--- src/rtl/calc_sequencer.sv ---
// Keystroke sequencer: decimal operand entry, ALU start/done launch, result display.
// Define CALC_SEQ_TIMEOUT_EN to add an EXEC watchdog of TIMEOUT cycles.

module calc_sequencer #(
    parameter int WIDTH      = 16,
    parameter int MAX_DIGITS = 4,
    parameter int TIMEOUT    = 255
) (
    input  logic             clock,
    input  logic             reset,
    input  logic             dig_in,
    input  logic [3:0]       digit,
    input  logic             op_in,
    input  logic [1:0]       op_code,
    input  logic             eq_in,
    input  logic             bksp_in,
    input  logic             clr_in,
    input  logic             alu_done,
    input  logic             alu_err,
    input  logic [WIDTH-1:0] alu_result,
    output logic [WIDTH-1:0] operand_a,
    output logic [WIDTH-1:0] operand_b,
    output logic [1:0]       alu_op,
    output logic             alu_start,
    output logic [WIDTH-1:0] display,
    output logic             busy,
    output logic             error
);

    localparam int CW = $clog2(MAX_DIGITS + 1);
    localparam logic [CW-1:0]    CNT_MAX = CW'(MAX_DIGITS);
    localparam logic [WIDTH-1:0] TEN     = WIDTH'(10);

    if (TIMEOUT < 1) begin : g_timeout_check
        $error("calc_sequencer: TIMEOUT must be at least 1");
    end

    typedef enum logic [2:0] {
        ENTER_A,
        ENTER_B,
        EXEC,
        SHOW,
        ERROR
    } state_t;

    state_t           state, state_nxt;
    logic [WIDTH-1:0] a_q, a_nxt;
    logic [WIDTH-1:0] b_q, b_nxt;
    logic [CW-1:0]    cnt_a_q, cnt_a_nxt;
    logic [CW-1:0]    cnt_b_q, cnt_b_nxt;
    logic [1:0]       op_q, op_nxt;
    logic [1:0]       pend_q, pend_nxt;
    logic             chain_q, chain_nxt;
    logic             start_q, start_nxt;
    logic             launch;
    logic             wd_expired;

    // Keys reduced to one-hot by priority clr > bksp > eq > op > digit
    logic k_clr, k_bksp, k_eq, k_op, k_dig;
    logic dig_ok;
    logic [WIDTH-1:0] digit_w;

    assign k_clr   = clr_in;
    assign k_bksp  = bksp_in & ~clr_in;
    assign k_eq    = eq_in & ~clr_in & ~bksp_in;
    assign k_op    = op_in & ~clr_in & ~bksp_in & ~eq_in;
    assign k_dig   = dig_in & ~clr_in & ~bksp_in & ~eq_in & ~op_in;
    assign dig_ok  = (digit <= 4'd9);
    assign digit_w = WIDTH'(digit);

`ifdef CALC_SEQ_TIMEOUT_EN
    localparam int TW = $clog2(TIMEOUT + 1);
    logic [TW-1:0] wd_q;

    // Zero outside EXEC, so every EXEC entry starts from a fresh count
    always_ff @(posedge clock or posedge reset) begin
        if (reset) begin
            wd_q <= '0;
        end else if (state != EXEC) begin
            wd_q <= '0;
        end else begin
            wd_q <= wd_q + 1'b1;
        end
    end

    assign wd_expired = (wd_q == TW'(TIMEOUT - 1));
`else
    assign wd_expired = 1'b0;
`endif

    always_ff @(posedge clock or posedge reset) begin
        if (reset) begin
            state   <= ENTER_A;
            a_q     <= '0;
            b_q     <= '0;
            cnt_a_q <= '0;
            cnt_b_q <= '0;
            op_q    <= '0;
            pend_q  <= '0;
            chain_q <= 1'b0;
            start_q <= 1'b0;
        end else begin
            state   <= state_nxt;
            a_q     <= a_nxt;
            b_q     <= b_nxt;
            cnt_a_q <= cnt_a_nxt;
            cnt_b_q <= cnt_b_nxt;
            op_q    <= op_nxt;
            pend_q  <= pend_nxt;
            chain_q <= chain_nxt;
            start_q <= start_nxt;
        end
    end

    always_comb begin
        state_nxt = state;
        a_nxt     = a_q;
        b_nxt     = b_q;
        cnt_a_nxt = cnt_a_q;
        cnt_b_nxt = cnt_b_q;
        op_nxt    = op_q;
        pend_nxt  = pend_q;
        chain_nxt = chain_q;
        start_nxt = 1'b0;
        launch    = 1'b0;

        if (k_clr) begin
            state_nxt = ENTER_A;
            a_nxt     = '0;
            b_nxt     = '0;
            cnt_a_nxt = '0;
            cnt_b_nxt = '0;
            op_nxt    = '0;
            pend_nxt  = '0;
            chain_nxt = 1'b0;
        end else begin
            unique case (state)
                ENTER_A: begin
                    unique case (1'b1)
                        k_bksp: begin
                            a_nxt = a_q / TEN;
                            if (cnt_a_q != '0) cnt_a_nxt = cnt_a_q - 1'b1;
                        end
                        k_op: begin
                            op_nxt    = op_code;
                            b_nxt     = '0;
                            cnt_b_nxt = '0;
                            state_nxt = ENTER_B;
                        end
                        k_dig: begin
                            if (dig_ok && cnt_a_q < CNT_MAX) begin
                                a_nxt     = a_q * TEN + digit_w;
                                cnt_a_nxt = cnt_a_q + 1'b1;
                            end
                        end
                        default: ;
                    endcase
                end
                ENTER_B: begin
                    unique case (1'b1)
                        k_bksp: begin
                            b_nxt = b_q / TEN;
                            if (cnt_b_q != '0) cnt_b_nxt = cnt_b_q - 1'b1;
                        end
                        k_eq: begin
                            if (cnt_b_q != '0) launch = 1'b1;
                        end
                        k_op: begin
                            if (cnt_b_q == '0) begin
                                op_nxt = op_code;
                            end else begin
                                chain_nxt = 1'b1;
                                pend_nxt  = op_code;
                                launch    = 1'b1;
                            end
                        end
                        k_dig: begin
                            if (dig_ok && cnt_b_q < CNT_MAX) begin
                                b_nxt     = b_q * TEN + digit_w;
                                cnt_b_nxt = cnt_b_q + 1'b1;
                            end
                        end
                        default: ;
                    endcase
                end
                EXEC: begin
                    if (alu_done) begin
                        if (alu_err) begin
                            state_nxt = ERROR;
                            chain_nxt = 1'b0;
                        end else begin
                            a_nxt     = alu_result;
                            cnt_a_nxt = CNT_MAX;
                            if (chain_q) begin
                                op_nxt    = pend_q;
                                b_nxt     = '0;
                                cnt_b_nxt = '0;
                                chain_nxt = 1'b0;
                                state_nxt = ENTER_B;
                            end else begin
                                state_nxt = SHOW;
                            end
                        end
                    end else if (wd_expired) begin
                        state_nxt = ERROR;
                        chain_nxt = 1'b0;
                    end
                end
                SHOW: begin
                    unique case (1'b1)
                        k_op: begin
                            op_nxt    = op_code;
                            b_nxt     = '0;
                            cnt_b_nxt = '0;
                            state_nxt = ENTER_B;
                        end
                        k_dig: begin
                            if (dig_ok) begin
                                a_nxt     = digit_w;
                                cnt_a_nxt = CW'(1);
                                state_nxt = ENTER_A;
                            end
                        end
                        default: ;
                    endcase
                end
                ERROR: ;
                default: state_nxt = ENTER_A;
            endcase
        end

        if (launch) begin
            start_nxt = 1'b1;
            state_nxt = EXEC;
        end
    end

    assign operand_a = a_q;
    assign operand_b = b_q;
    assign alu_op    = op_q;
    assign alu_start = start_q;
    assign busy      = (state == EXEC);
    assign error     = (state == ERROR);
    assign display   = (state == ERROR) ? '0
                     : (state == ENTER_B && cnt_b_q != '0) ? b_q
                     : a_q;

endmodule

--- config.mk ---
export PLATFORM = sky130hd
export DESIGN_NAME = calc_sequencer
export DESIGN_NICKNAME = d
export VERILOG_FILES = /design/src/rtl/calc_sequencer.sv
export SDC_FILE = /design/constraint.sdc
export NUM_CORES = 1
export LEC_CHECK = 0
export ABC_AREA = 1
export CORE_MARGIN = 5
export CORE_UTILIZATION = 30
export CTS_CLUSTER_SIZE = 8
export DETAILED_ROUTE_END_ITERATION = 16
export GPL_TIMING_DRIVEN = 0
export SLEW_MARGIN = 5
export SYNTH_ARGS = -nofsm -noshare
export SYNTH_HDL_FRONTEND = slang
export SYNTH_SLANG_ARGS = --single-unit
--- constraint.sdc ---
create_clock -name clock -period 11.5 [get_ports clock]
set_clock_uncertainty 0.1 [all_clocks]
set_input_delay 2.3 -clock clock [delete_from_list [all_inputs] [get_ports clock]]
set_output_delay 2.3 -clock clock [all_outputs]
set_load 0.005 [all_outputs]
Word-level counts from Yosys, hierarchy flattened
Cells that the tools add are included.

word-level totals
  word-level logic and storage cells = 151
  bits in registers = 47
  input bits = 31
  output and inout port bits = 53

operators by class
  $add $sub $neg = 6
  reduce and logical (&&, ||, !) cells = 22
  div/mod/pow operators = 2
  multiplexer cells = 68
  bitwise operators = 14
  equal/unequal tests = 25
  $mul = 2
  order comparisons = 3

operators by type and width
  kind                     number
  $mux W16                 14
  $pmux W16 S3             2
  $pmux W16 S2             2
  $mux W3                  20
  $add A16 B4 Y16          2
  $div A16 B4 Y16 const B  2
  $mul A16 B3 Y15 const B  2
  $mux W2                  12
  $ne A4 B4 Y1 const B     6
  $ne A3 B3 Y1 const B     7
  $reduce_and A7 Y1        3
  $pmux W3 S2              3
  $pmux W3 S3              2
  $reduce_and A8 Y1        2
  $pmux W3 S4              1
  $and A1 B1 Y1            10
  $ne A5 B5 Y1 const B     2
  $mux W1                  9
  $reduce_bool A3 Y1       3
  $ne A4 B3 Y1 const B     2
  $reduce_bool A4 Y1       2
  $add A3 B1 Y3 const B    2
  $eq A3 B2 Y1 const B     2
  $logic_not A3 Y1         2
  other kinds (17)         28

Depth between registers and ports, before layout
  word-level depth = 9
  gate-level depth with buffers = 57
  gate-level depth less buffers = 57

Worst setup path before layout
Ideal clock, no wire load.

  path type = input-to-reg
  from = in clr_in
  to = reg cnt_a_q[2]
  required time = 11.299 ns
  slack = 6.814 ns
  setup time = 0.101 ns
  path buffers = 3
  arrival time = 4.485 ns
  stages on the path = 12
  cells stage by stage = clkbuf_1 -> nor2_1 -> inv_1 -> nor2_1 -> inv_1 -> clkbuf_1 -> clkbuf_1 -> fa_1 -> xnor2_1 -> o21ai_0 -> a21oi_1 -> o32ai_1

between the ends
  word-level cells in the longest chain between the ends = 8
  elaborated cells between the ends (all ways) = 18
  classes of those cells = 7 x eq/ne; 3 x mux; 6 x bitwise; 2 x reduce/logical

ends and longest elaborated chain
  item                        line    source
  start, declared             17      input logic clr_in,
  $not A1 Y1                  64, 67
  $and A1 B1 Y1 (4 in a row)  67      assign k_dig = dig_in & ~clr_in & ~bksp_in & ~eq_in & ~op_in;
  $pmux W3 S2                 139     unique case (1'b1)
  $pmux W3 S3                 137     unique case (state)
  $mux W3                     127     if (k_clr) begin
  end signal, assigned        106     cnt_a_q <= cnt_a_nxt;
  end, declared               49      logic [CW-1:0] cnt_a_q, cnt_a_nxt;

Several ways; a longest one is shown, not always the timed one.
A chain may end at the register's enable or synchronous reset.

Worst setup path in the final report
  from = in bksp_in
  to = reg a_q[4] (netlist: operand_a[4])

between the ends
  word-level cells in the longest chain between the ends = 7
  elaborated cells between the ends (all ways) = 12
  classes of those cells = 3 x eq/ne; 3 x mux; 5 x bitwise; 1 x reduce/logical

ends and longest elaborated chain
  item                        line  source
  start, declared             16    input logic bksp_in,
  $not A1 Y1                  67
  $and A1 B1 Y1 (3 in a row)  67
  $pmux W16 S2                139
  $pmux W16 S3                137
  $mux W16                    127
  end signal, assigned        104   a_q <= a_nxt;
  end, declared               47    logic [WIDTH-1:0] a_q, a_nxt;

Several ways; a longest one is shown, not always the timed one.

==> results.ini <==
[outcome]
status=complete, no violations

[route]
wl_met1_um=10100
routedWlPerCell_um=15.2
drtIter0Drc=341
wirelength_um=21300
wl_met2_um=10100
drc_errors=0
highest_layer=met4
drt_first_pass_iters=4
antenna_left=0
avgViaCountPerCell=5.07
routed-wl-met3_um=800
vias=7129

[floorplanning]
num_rows=54
die_w_um=159
die_y_um=159
io_pins=84
start_util_pct=30.5
die-area_sq_mm=0.0254
core-area_sq_mm=0.0219

[worst_setup_path]
critPathRequiredTime_ns=11.62
critPathSlowestCell=nor2_1
crit_path_end_kind=flip-flop
arrival_ns=5.72
start_kind=primary input
cpPeakStageDelay_ns=0.61
cpMostUsedCell=nor2_1
cp_max_fo=9
crit_path_cell_trace=clkdlybuf4s50_1, nor2_1, inv_1, nor2_1, a211oi_1, a31oi_1, nand2_1, nor2_1, clkinv_1, nor2_1, o21ai_0, o22ai_1
rrSetupSlack_ns=6.46
path_class=primary input to flip-flop

[global_routing]
grt_pass1_vias=6938
overflow=0
grt_max_degree=29
antenna_found_initial=0
grt_pass1_wl_um=34800
grt_usage_pct=16.3

[finish]
syn_to_final_growth_pct=20.1
final_common_cell=nand2_1
ff_latch_area_sq_mm=0.00118
fill_cells=2392
multiInputGateArea_sq_mm=0.00479
layout_common_cells=197 x nand2_1, 139 x inv_1, 94 x nand3_1
antennaDiodeCount=0
final_nets=1213
drive_above_1_share_pct=12.7

[power_and_ir_drop]
p_leak_nw=4.03
ir_drop_mv=0.250
finalPower_mw=2.31
p_per_area_mw_per_mm2=288
comb_power_share_pct=81.9
p_int_uw=994
clkPwrFrac_pct=7.0
power.switching_mw=1.32
pwr-share-seq_pct=11.1
switching_share_pct=57.0

[clock_network]
htree_num_levels=2
ctsLongestPathBuffers=2
cts_tree=done
cts_buffers=5
clockRootBuffer=clkbuf_16
postCtsSetupRepairBufs=0
cts_resized=0
cts_hold_buf=0
cts_sinks=47
clk_pin_slew_ns=0.07
worstSkewPairLatency_ns=0.31

[sta]
finalSetupViolCount=0
max-slew-margin-rel_pct=30.3
rsz0062_at_grt=false
finalCritPeriodShare_pct=48.7
setup_tns_ns=0
fmax_mhz=178
period_needed_ns=5.60
tightest_slew_ns=1.04
maxSlewViolCount=0
hold_viol=0

[placement]
place.port_buffers=82
place_congestion=0.857
place_hpwl_um=17100

[run]
cap_viol_max_count=0

[synth]
ys_top_cells_by_area=dfrtp_1 18%, nand2_1 11%, ha_1 9.7%, inv_1 7.9%, nand3_1 7.0%
synth_top_area_share_pct=17.6
avgSynthCellArea_sq_um=6.46
synth_edf_count=0
synth_fp_nets=1123
synthCells=1034
synth_cell_type_count=52
ys_seq_area_share_pct=17.6
yosysWarnings=0
ys.flop_type=dfrtp_1
async_flop_share_pct=100
synth_top_cell_by_area=dfrtp_1
netlist_area_sq_mm=0.00668
synth-seq-cells=47

[worst_hold_path]
hold_path_class=flip-flop to flip-flop

-- power by group through the flow --
stage | clock, mW | combinational (mW) | sequential (mW)
3_3_place_gp | 0 | 1.85 | 0.259
3_5_place_dp | 0 | 1.89 | 0.260
6_report | 0.162 | 1.89 | 0.256
4_1_cts | 0.164 | 1.90 | 0.257
2_1_floorplan | 0 | 1.46 | 0.241
5_1_grt | 0.170 | 2.14 | 0.262
-- layer usage --
layer	up-vias	track usage, %
li1	3641	-
met1	3340	21.7
met2	126	28.4
met3	22	2.10
met4	0	3.68
met5	-	0
-- kinds of logic after synthesis --
family	after synthesis	share of synthesized area [%]
buffers and inverters	185	10.8
DFF	47	17.6
adders and majority gates	58	11.5
xor gates and xnor gates	30	3.93
and+or+nand+nor	494	36.2
AOI/OAI and AO/OA	219	19.8
muxes	1	0.168
-- flip-flops by register name, summed over array words and instances (netlist names) --
| name | flops |
|---|---|
| state | 3 |
| operand_a | 16 |
| chain_q | 1 |
| alu_start | 1 |
| cnt_b_q | 3 |
| pend_q | 2 |
| alu_op | 2 |
| operand_b | 16 |
| cnt_a_q | 3 |
-- cell type report --
type                            count  area share (%)
Inverter                          169            7.90
Timing Repair Buffer               83            10.5
Multi-Input combinational cell    802            59.6
Clock inverter                      2           0.203
Sequential cell                    47            14.6
Clock buffer                        6            1.73
Buffer                             16            1.06
Tap cell                          280            4.36
-- through the flow --
stage | area [sq um] | hold slack, ns | std cells | worst slack [ns] | utilization (%)
after global routing | 8030 | 0.426 | 1405 | 5.61 | 36.7
after detailed placement | 7870 | 0.383 | 1397 | 5.64 | 36.0
after global placement | 7850 | 0.379 | 1396 | 5.68 | 35.9
after CTS | 8030 | 0.400 | 1405 | 5.95 | 36.7
after floorplan | 6680 | 0.376 | 1034 | 6.81 | -
final | 8030 | 0.394 | 1405 | 5.90 | 36.7
-- synth_stat cells (4+ instances only) --
| master | number |
|---|---|
| o32ai_1 | 8 |
| o21ai_0 | 57 |
| dfrtp_1 | 47 |
| inv_2 | 23 |
| nor2_1 | 77 |
| ha_1 | 52 |
| nand3_1 | 94 |
| xnor2_1 | 13 |
| xor2_1 | 17 |
| nand3_2 | 16 |
| nor3_1 | 14 |
| o21ai_1 | 8 |
| o22ai_1 | 36 |
| clkbuf_1 | 13 |
| nand2_2 | 62 |
| o21bai_1 | 6 |
| a21oi_1 | 67 |
| o211ai_1 | 4 |
| nand2_1 | 197 |
| fa_1 | 6 |
| nand4_1 | 8 |
| inv_1 | 140 |
| nand2_4 | 13 |
| clkinv_1 | 6 |
-- worst paths after layout --
| check | endpoint | cells after the start | startpoint |
|---|---|---|---|
| setup / recovery | operand_a[4] | 12 | bksp_in |
| min in group asynchronous | chain_q | 2 | reset |
| setup reg to reg | operand_a[0] | 49 | operand_a[13] |
| hold / removal | alu_op[0] | 2 | alu_op[0] |
| hold reg to reg | alu_op[0] | 2 | alu_op[0] |
| max in group asynchronous | operand_b[6] | 3 | reset |
-- worst max-delay path, delay by kind of cell --
family	cells	cell delay [ns]
simple gates	5	1.67
buf+inv	3	1.01
compound gates	4	0.75
Note: power is estimated with default switching activity, not from simulation.
==> variant 1 (same settings) <==
Register the outputs `display`, `busy` and `error`, with the module's reset; this adds one clock of latency there. The other outputs are not delayed to match.
--- a/src/rtl/calc_sequencer.sv
+++ b/src/rtl/calc_sequencer.sv
@@ -239,11 +239,17 @@
     assign operand_b = b_q;
     assign alu_op    = op_q;
     assign alu_start = start_q;
-    assign busy      = (state == EXEC);
-    assign error     = (state == ERROR);
-    assign display   = (state == ERROR) ? '0
-                     : (state == ENTER_B && cnt_b_q != '0) ? b_q
-                     : a_q;
+    always_ff @(posedge clock or posedge reset) begin
+        if (reset) begin
+            display <= '0;
+            busy    <= '0;
+            error   <= '0;
+        end else begin
+            display <= (state == ERROR) ? '0 : (state == ENTER_B && cnt_b_q != '0) ? b_q : a_q;
+            busy    <= (state == EXEC);
+            error   <= (state == ERROR);
+        end
+    end
 
 endmodule
 
Formal check against the unedited RTL: not equivalent (Yosys sat finds a counterexample within 4 cycles, from zero or initial values and one cycle with reset high).
==> variant 1 against the original RTL <==
- cell count is 2.7% higher
- global-route usage is 0.52 points lower
- sequential cell count is 18 higher
- wire length is 2.0% lower
- final area is 6.1% higher
- synthesized area is 4.3% higher
- setup slack better by 0.35 ns
Power is not shown: default switching activity piles up to over one toggle a cycle in this logic, so the estimate is an artifact.
==> variant 1: results (changes against the original RTL) <==
CP max stage cell dfrtp_1 (was nor2_1); clock-pin slew on the worst setup and hold paths 0.06 ns; status completed (unchanged); # fillers 2463 (was 2392); Worst path max stage delay 0.45 ns (was 0.61 ns); Buffers on Ports 82 (unchanged); via count 7087 (was 7129); post-cts sizing count 0 (unchanged); syn_nets 1121 (was 1123); Area contributors post-synth dfrtp_1, nand2_1, ha_1, inv_1, nand3_1 (unchanged); WL met3 469 um (was 800 um); critical path peak fanout 7 (was 9); top sig layer met4 (unchanged); met1 wire length 9610 um (was 10060 um); Total GRT Usage 0.1583 (was 0.1635); CTS buffer count 9 (was 5); CTS Buffer Depth 2 (unchanged); vias in the first global route 7027 (was 6938); global-route wire length before repair 34190 um (was 34820 um); WL final 20870 um (was 21290 um); routability cong. 0.9039 (was 0.8574); root buffer cell clkbuf_16 (unchanged); pre-CTS setup slack 6.033 ns (was 5.643 ns); crit path DAT 5.39 ns (was 5.72 ns); Distinct cells, synth 60 (was 52); Synth async-reset ratio 1.000 (unchanged); H-tree depth 3 (was 2); ys flop type dfrtp_1 (unchanged); Total Nets Final 1215 (was 1213); total setup buffers inserted after CTS 0 (unchanged); initial antenna violation count 0 (unchanged); worst min path class flip-flop to flip-flop (unchanged); Seq/Total Area, Yosys 0.2334 (was 0.1760); DR WL met2 10340 um (was 10100 um); Synth Warn # 0 (unchanged); # diodes 0 (unchanged); share of cells above drive strength 1 0.1159 (was 0.1271); Worst Max-Slew Pin Slew 0.8366 ns (was 1.041 ns); DR iter-0 viols 347 (was 341); Commonest cells post-synth nand2_1, inv_1, nand3_1 (unchanged); worst skew pair latency 0.35 ns (was 0.31 ns); Post-synth EDFFs 0 (unchanged); hpwl dp 16610 um (was 17090 um); drt first pass iters 5 (was 4); pin count of the biggest net entering global routing 64 (was 29)
## variant 1: area by class of cell
class | count | area (um2) | share of cell area
Buffer | 17 | 80.08 | 0.009398
Tap cell | 313 | 391.6 | 0.04596
Multi-Input combinational cell | 788 | 4652 | 0.5460
Clock buffer | 10 | 229.0 | 0.02687
Inverter | 162 | 611.8 | 0.07181
Sequential cell | 65 | 1627 | 0.1909
Clock inverter | 5 | 81.33 | 0.009545
Timing Repair Buffer | 83 | 848.3 | 0.09956
## variant 1: worst max-delay path: cells and delay by family (launching register included)
family	cells	cell delay, ns
simple gates	42	3.75
buf+inv	1	0.05
compound gates	3	0.76
flops	1	0.45
## variant 1: cells by family after synthesis
group	count (synthesis)	synth area share
AO/OA/AOI/OAI	203	0.1824
AND/OR/NAND/NOR	495	0.3333
XOR/XNOR	32	0.04130
buffers and inverters	179	0.09894
flip-flops	65	0.2334
adder cells (fa/ha/maj)	58	0.1106
## variant 1: path summary, 6_finish.rpt
check / from / endpoint / slack, ns / cells past startpoint
max in group asynchronous: reset / busy / 8.70 / 3
hold reg to reg: pend_q[1] / pend_q[1] / 0.40 / 2
setup / recovery: operand_a[13] / operand_a[0] / 6.25 / 46
setup reg to reg: operand_a[13] / operand_a[0] / 6.25 / 46
min in group asynchronous: reset / display[12] / 2.07 / 2
hold / removal: pend_q[1] / pend_q[1] / 0.40 / 2
## variant 1: layer usage
| metal | track usage | vias up |
|---|---|---|
| met4 | 0.04921 | 0 |
| li1 | - | 3646 |
| met3 | 0.02025 | 28 |
| met2 | 0.2861 | 92 |
| met5 | 0 | - |
| met1 | 0.1954 | 3321 |
## variant 1: through the flow
stage	area, um2	hold slack, ns	cells
CTS	8521	0.4021	1443
global route	8521	0.4605	1443
detailed placement	8210	0.3887	1428
finish	8521	0.3994	1443
floorplan	6968	0.3695	1032
global placement	8180	0.3840	1427
==> variant 2 (same flow settings) <==
Made on the original files. Set the parameter `MAX_DIGITS` to 16 (it was 4).
--- a/src/rtl/calc_sequencer.sv
+++ b/src/rtl/calc_sequencer.sv
@@ -3,7 +3,7 @@
 
 module calc_sequencer #(
     parameter int WIDTH      = 16,
-    parameter int MAX_DIGITS = 4,
+    parameter int MAX_DIGITS = 16,
     parameter int TIMEOUT    = 255
 ) (
     input  logic             clock,
Behaviour: no difference found for any inputs over 4 cycles, from zero or initial values and one cycle with reset high; that may be too few to reach the edited logic, so the function may still have changed.
==> variant 2 against the original RTL <==
- setup slack got worse by 0.20 ns
- final area increased by 3.6%
- maximum frequency decreased by 3.5%
- sequential cell count increased by 4
- wire length increased by 2.9%
- synthesized area increased by 3.8%
- die area increased by 3.5%
Power is not shown: default switching activity piles up to over one toggle a cycle in this logic, so the estimate is an artifact.
==> variant 2: results (changes against the original RTL) <==
Hold Path Origin alu_op[1] (was alu_op[0]); Synth Warn # 0 (unchanged); delay-heaviest family, CP buffers and inverters (was simple AND/OR/NAND/NOR gates); FF-to-FF setup slack 6.24 ns (was 6.46 ns); ys flop type dfrtp_1 (unchanged); worst skew pair latency 0.31 ns (about the same); syn_nets 1161 (was 1123); CTS Buffer Depth 2 (unchanged); pre-CTS setup slack 5.400 ns (was 5.643 ns); Starting Density 0.3054 (was 0.3053); PnR worst setup slack 5.693 ns (was 5.897 ns); endpoints failing setup 0 (unchanged); Worst Setup EP cnt_a_q[4] (was operand_a[4]); pin count of the biggest net entering global routing 30 (was 29); WL final 21900 um (was 21290 um); CP max stage cell nor2_1 (unchanged); R2R Path End operand_a[0] (unchanged); # diodes 0 (unchanged); crit path DAT 5.88 ns (was 5.72 ns); Area contributors post-synth dfrtp_1, nand2_1, ha_1, inv_1, nand3_1 (unchanged); root buffer cell clkbuf_16 (unchanged); CTS buffer count 5 (unchanged); post-cts sizing count 0 (unchanged); clock-pin slew on the worst setup and hold paths 0.08 ns; status completed (unchanged); drt first pass iters 5 (was 4); Total GRT Usage 0.1644 (was 0.1635); global-route wire length before repair 35200 um (was 34820 um); share of cells above drive strength 1 0.1158 (was 0.1271); H-tree depth 2 (unchanged); hold path cells 2 (unchanged); routability cong. 0.8970 (was 0.8574); via count 7345 (was 7129); Distinct cells, synth 48 (was 52); total setup buffers inserted after CTS 0 (unchanged); Total Nets Final 1251 (was 1213); hpwl dp 17570 um (was 17090 um); Worst path max stage delay 0.68 ns (was 0.61 ns); Rel. slew slack 0.3664 (was 0.3033); Commonest cells post-synth nand2_1, inv_1, nand3_1 (unchanged); initial antenna violation count 0 (unchanged); R2R depth 50 (was 49); Synth async-reset ratio 1.000 (unchanged); worst hold path endpoint alu_op[1] (was alu_op[0]); vias in the first global route 6959 (was 6938); Seq/Total Area, Yosys 0.1840 (was 0.1760); DR iter-0 viols 343 (was 341); reg-to-reg critical path startpoint operand_a[15] (was operand_a[13]); Buffers on Ports 82 (unchanged); Worst Setup SP bksp_in (unchanged); critical path peak fanout 15 (was 9); worst min path class flip-flop to flip-flop (unchanged)
[variant 2: cell types whose count changed in the layout (fill, tap and decap cells not counted), sizes merged, moves of 4 or more]
cell,change
nand2,+13
nor3,-8
o211ai,+8
nor2,-7
ha,+6
o32ai,-5
xor2,+5
a21oi,-4
dfrtp,+4
inv,+4
o31ai,+4
[variant 2: cell type report]
cell class / count / area (um2)
plain buffers: 18 / 67.56
flip-flops and latches: 51 / 1276
repair buffers: 83 / 840.8
well taps: 285 / 356.6
multi-input cells: 823 / 4946
inverters: 174 / 653.1
fillers: 2421 / 14390
clock buffers: 6 / 138.9
clock inverters: 2 / 38.79
[variant 2: logic make-up (layout without fill, tap and decap cells)]
logic type | after synthesis | count (layout) | share of synthesized area
simple gates | 498 | 498 | 0.3476
compound gates | 225 | 225 | 0.1959
buf+inv | 192 | 283 | 0.1039
fa+ha+maj | 64 | 64 | 0.1220
flops | 51 | 51 | 0.1840
xor+xnor | 36 | 36 | 0.04655
[variant 2: metal layers]
| metal | global-route usage | up-vias | wire length, um |
|---|---|---|---|
| met5 | 0 | - | 0 |
| li1 | - | 3739 | - |
| met2 | 0.2822 | 161 | 10400 |
| met3 | 0.02614 | 32 | 927 |
| met1 | 0.2115 | 3413 | 9981 |
| met4 | 0.05306 | 0 | 586 |
[variant 2: through the flow]
step	instances	utilization	area, um2	hold slack [ns]
4_1_cts	1442	0.3663	8318	0.4037
5_1_grt	1442	0.3663	8318	0.4302
6_report	1442	0.3663	8318	0.3971
3_3_place_gp	1433	0.3572	8113	0.3781
3_5_place_dp	1434	0.3585	8140	0.3850
2_1_floorplan	1066	-	6935	0.3736
[variant 2: tightest hold or removal path: cells and delay by family (launching register included)]
family	cells	cell delay, ns
flops	1	0.35
simple gates	1	0.05
compound gates	1	0.06
